## src/rtl/multi_cycle_sequencer.sv

```systemverilog
// Stage controller for the multi-cycle CPU: walks one instruction through
// IF/ID/EXE/MEM/WB, pulses bus-register load enables, with halt and watchdog.
module multi_cycle_sequencer #(
  parameter int unsigned TIMEOUT = 255,
  parameter int unsigned CNT_W   = 32
) (
  input  logic             clk,
  input  logic             resetn,
  input  logic             halt_req,
  input  logic             IF_over,
  input  logic             ID_over,
  input  logic             EXE_over,
  input  logic             MEM_over,
  input  logic             WB_over,
  output logic             IF_valid,
  output logic             ID_valid,
  output logic             EXE_valid,
  output logic             MEM_valid,
  output logic             WB_valid,
  output logic             IF_ID_wen,
  output logic             ID_EXE_wen,
  output logic             EXE_MEM_wen,
  output logic             MEM_WB_wen,
  output logic             next_fetch,
  output logic [2:0]       cur_stage,
  output logic [CNT_W-1:0] retired,
  output logic             wdog_err
);

  typedef enum logic [2:0] {
    S_IDLE = 3'd0,
    S_IF   = 3'd1,
    S_ID   = 3'd2,
    S_EXE  = 3'd3,
    S_MEM  = 3'd4,
    S_WB   = 3'd5,
    S_HALT = 3'd6,
    S_ERR  = 3'd7
  } state_t;

  localparam logic [7:0] WD_LAST = 8'(TIMEOUT - 1);

  state_t     state, state_nx;
  logic [7:0] wd_cnt, wd_cnt_nx;
  logic       in_stage;
  logic       stage_over;
  logic       wd_trip;

  // Valids decode the registered state only; no over-to-valid path.
  assign IF_valid  = (state == S_IF);
  assign ID_valid  = (state == S_ID);
  assign EXE_valid = (state == S_EXE);
  assign MEM_valid = (state == S_MEM);
  assign WB_valid  = (state == S_WB);

  assign IF_ID_wen   = IF_valid  & IF_over;
  assign ID_EXE_wen  = ID_valid  & ID_over;
  assign EXE_MEM_wen = EXE_valid & EXE_over;
  assign MEM_WB_wen  = MEM_valid & MEM_over;
  assign next_fetch  = WB_valid  & WB_over;

  assign cur_stage = state;
  assign in_stage  = IF_valid | ID_valid | EXE_valid | MEM_valid | WB_valid;

  always_comb begin
    stage_over = 1'b0;
    case (state)
      S_IF:    stage_over = IF_over;
      S_ID:    stage_over = ID_over;
      S_EXE:   stage_over = EXE_over;
      S_MEM:   stage_over = MEM_over;
      S_WB:    stage_over = WB_over;
      default: stage_over = 1'b0;
    endcase
  end

  assign wd_trip = in_stage & ~stage_over & (wd_cnt == WD_LAST);

  always_comb begin
    state_nx = state;
    case (state)
      S_IDLE:  state_nx = halt_req ? S_HALT : S_IF;
      S_IF:    if (IF_over)  state_nx = S_ID;
      S_ID:    if (ID_over)  state_nx = S_EXE;
      S_EXE:   if (EXE_over) state_nx = S_MEM;
      S_MEM:   if (MEM_over) state_nx = S_WB;
      S_WB:    if (WB_over)  state_nx = halt_req ? S_HALT : S_IF;
      S_HALT:  if (!halt_req) state_nx = S_IF;
      default: state_nx = S_ERR;
    endcase
    if (wd_trip) state_nx = S_ERR;
  end

  // Counter only runs while a stage is stalled; any state change clears it.
  assign wd_cnt_nx = (in_stage & ~stage_over & ~wd_trip) ? wd_cnt + 8'd1 : '0;

  always_ff @(posedge clk or negedge resetn) begin
    if (!resetn) begin
      state    <= S_IDLE;
      wd_cnt   <= '0;
      wdog_err <= 1'b0;
      retired  <= '0;
    end else begin
      state  <= state_nx;
      wd_cnt <= wd_cnt_nx;
      if (wd_trip)    wdog_err <= 1'b1;
      if (next_fetch) retired  <= retired + CNT_W'(1);
    end
  end

endmodule

```

## config.mk

```make
export PLATFORM = sky130hd
export DESIGN_NAME = multi_cycle_sequencer
export DESIGN_NICKNAME = d
export VERILOG_FILES = /design/src/rtl/multi_cycle_sequencer.sv
export SDC_FILE = /design/constraint.sdc
export NUM_CORES = 1
export LEC_CHECK = 0
export BUFFER_PORTS_ARGS = -buffer_cell sky130_fd_sc_hd__buf_2
export CORE_UTILIZATION = 40
export DETAILED_ROUTE_END_ITERATION = 8
export PLACE_DENSITY_LB_ADDON = 0.2
export SYNTH_ARGS = -nofsm -noshare
export SYNTH_HDL_FRONTEND = slang
export SYNTH_SLANG_ARGS = --single-unit
```

## constraint.sdc

```tcl
create_clock -name clk -period 2.1 [get_ports clk]
set_clock_uncertainty 0.15 [all_clocks]
set_input_delay 0.105 -clock clk [delete_from_list [all_inputs] [get_ports clk]]
set_output_delay 0.105 -clock clk [all_outputs]
set_load 0.02 [all_outputs]
```

==> impl_results.md <==
- Final core utilization: 0.508
- R2R setup slack: approximately 0.23 ns
- Clock buffer depth: 2
- DR iter-0 viols: approximately 110
- Largest net degree at the start of global routing: 45
- Main synth FF type: dfrtp_1
- Crit path from: retired[17]
- Die Span Y: between 70 and 80 um
- Commonest non-fill, non-tap cell in the layout: buf_2
- NumNets Final: just under 300
- PD cells: 545 nW/um^2
- CTS buffer count: 5
- Final slew viol count: 0
- Worst-path maximum fanout: 6
- Worst setup path endpoint: retired[31]
- Die Width: 77.7 um
- Crit Path Class: reg2reg
- Crit path launch type: flop
- 1st-pass router iterations: 4
- Outcome: completed
- CP arrival: between 1.5 and 2 ns
- Vias per cell: 5.09
- Port bufs: between 50 and 60
- Initial antenna violation count: 0
- Worst slew margin: 0.631
- Min-Delay Startpoint: EXE_over
- Final critical-path required period: between 1.5 and 2 ns
- Reg2Reg Capture Point: retired[31]
- Pleak: 1.45 nW
- Slowest cell on the critical path: or4_1
- Post-DRT Antenna Nets: 0
- H-tree level count: 2
- Worst-Margin Slew: roughly 0.55 ns
- WL/cell: roughly 13 um
- Gpl congestion: around 0.80
- Gate count of the mapped netlist: between 200 and 250
- Syn_area_per_cell: 10.3 sq um
- CTS tree: yes
- Synthesis-stage register bit count: 44
- Antenna cells: 0
- # rows: 27
- First-pass GRT wire length: between 8 and 9 mm
- Syn Nets: 234
- Via count of the first global-routing pass: approximately 1800
- Peak supply drop: 287 uV
- Share of cells above drive strength 1: 0.289
- Area grow syn2layout: 22.1%
- Commonest non-fill, non-tap cells in the layout: buf_2, dfrtp_1, xor2_1
- Unrepaired setup endpoints after global routing: false
- Clk sinks: 44
- Clk slew on worst S/H paths: 0.09 ns
- Synth cell types: between 40 and 50
- # fillers: approximately 510
- Async S/R FF share, synth: 1.00
- R2R depth: 4
- Critical Path Sink Type: flop
- Max-cap violations: 0
- Total negative setup slack: 0 ns
- Final hold vios: 0
- Placed Area: between 2000 and 3000 sq um
- EDFF count, synth: 0
- Max Clock Freq: ~530 MHz
- DRC: 0
- Hold Crit Class: in2reg
- Sequential area share after synthesis: 0.481
- WL final: around 4.8 mm
- Post-synthesis cell area: 2290 sq um
- Final-report setup violation count: 0
- Worst path required time: around 2.2 ns
- Clock Latency Late Sink: just under 0.3 ns
- Fin crit share: 0.892
- R2R Path Start: retired[17]
- Starting density of the core: 0.416
- Via count: 1828
- IO Pins: 54
- Die area: between 6000 and 7000 sq um
- Root Buffer: clkbuf_8
- Tot GR Track Use: 0.175
- CP max stage delay: 0.55 ns
- YS warnings: 0
- Dpl hpwl: ~3.4 mm
- Total gr overflow: 0
- Core Box Area: roughly 5500 sq um
- Fin area: 2800 sq um
- CP cell instances: nand4_1 -> or4_1 -> nor4_2 -> xor2_1
stage by stage:
stage / std cells / setup WS [ns] / hold WS, ns / power (mW)
floorplan: 223 / 0.185 / -0.341 / 0.869
global placement: 349 / 0.246 / 0.0636 / 0.898
detailed placement: 349 / 0.201 / 0.0772 / 0.899
CTS: 359 / 0.198 / 0.0805 / 1.54
global route: 359 / 0.0725 / 0.130 / 1.59
finish: 359 / 0.226 / 0.0878 / 1.52
power by group:
part           internal (mW)  switching (mW)  leakage (nW)
Combinational         0.0121          0.0242         0.831
Clock                  0.353           0.288        0.0552
Sequential             0.846               0         0.563
Total                   1.21           0.312          1.45
cell families after synthesis:
| logic type | share of synthesized area |
|---|---|
| AOI/OAI and AO/OA | 0.0421 |
| and+or+nand+nor | 0.259 |
| DFF | 0.481 |
| buffers and inverters | 0.0377 |
| adders and majority gates | 0.0208 |
| muxes | 0.0148 |
| xor gates and xnor gates | 0.145 |
registers in the layout, indices dropped and copies added, names as in the netlist:
name	flops
cur_stage	3
retired	32
wd_cnt	8
wdog_err	1
layout make-up:
class / count / area (sq um) / area share
clock inverter: 2 / 35.0 / 0.0125
tap: 72 / 90.1 / 0.0322
inverter: 13 / 48.8 / 0.0174
clock buffer: 6 / 72.6 / 0.0260
sequential: 44 / 1100 / 0.394
timing repair buffer: 63 / 345 / 0.123
multi-input combinational: 159 / 1100 / 0.395
routing by layer:
layer,routed length [um],share of wire,global-route usage,up-vias
met4,46,0.0096,0.0453,0
met3,213,0.044,0.0412,6
met5,0,0,0,-
met1,2210,0.46,0.230,877
met2,2320,0.48,0.288,47
li1,-,-,-,898
Yosys cell counts (2+ instances only):
cell,count,share of area
dfrtp_1,44,0.48
xor2_1,23,0.088
nor2_1,17,0.028
nor3_1,15,0.033
nand3_1,14,0.031
inv_1,13,0.021
nand2_1,13,0.021
xnor2_1,13,0.050
buf_2,6,0.013
and2_1,5,0.014
nand4_1,5,0.014
nor4_1,5,0.014
o21ai_0,5,0.011
and3_1,3,0.0082
and4_1,3,0.011
ha_1,3,0.016
mux2_2,3,0.015
nand2b_1,3,0.0082
nor4_2,3,0.016
or2_2,3,0.0082
a21oi_1,2,0.0044
nand3b_1,2,0.0066
nand4_4,2,0.019
what timing repair did:
| action | in CTS | in global routing |
|---|---|---|
| hold buffers | 2 | 0 |
| buffers inserted | 0 | 0 |
| resized for setup | 0 | 1 |
| setup endpoints to repair | 0 | 1 |
| endpoints found under the hold margin | 45 | 0 |
critical path: cells and delay by family, from the launching register on:
family | cells | cell delay [ns]
AND/OR/NAND/NOR | 3 | 1.04
flip-flops | 1 | 0.44
XOR/XNOR | 1 | 0.17
worst min path at each step:
stage | to | slack, ns | cells past startpoint
finish | cur_stage[2] | 0.09 | 5
detailed placement | retired[7] | 0.08 | 2
CTS | cur_stage[2] | 0.08 | 5
global route | cur_stage[2] | 0.13 | 5
global placement | retired[7] | 0.06 | 2
floorplan | cur_stage[0] | -0.34 | 0
Power figures use the tool's default switching activity.
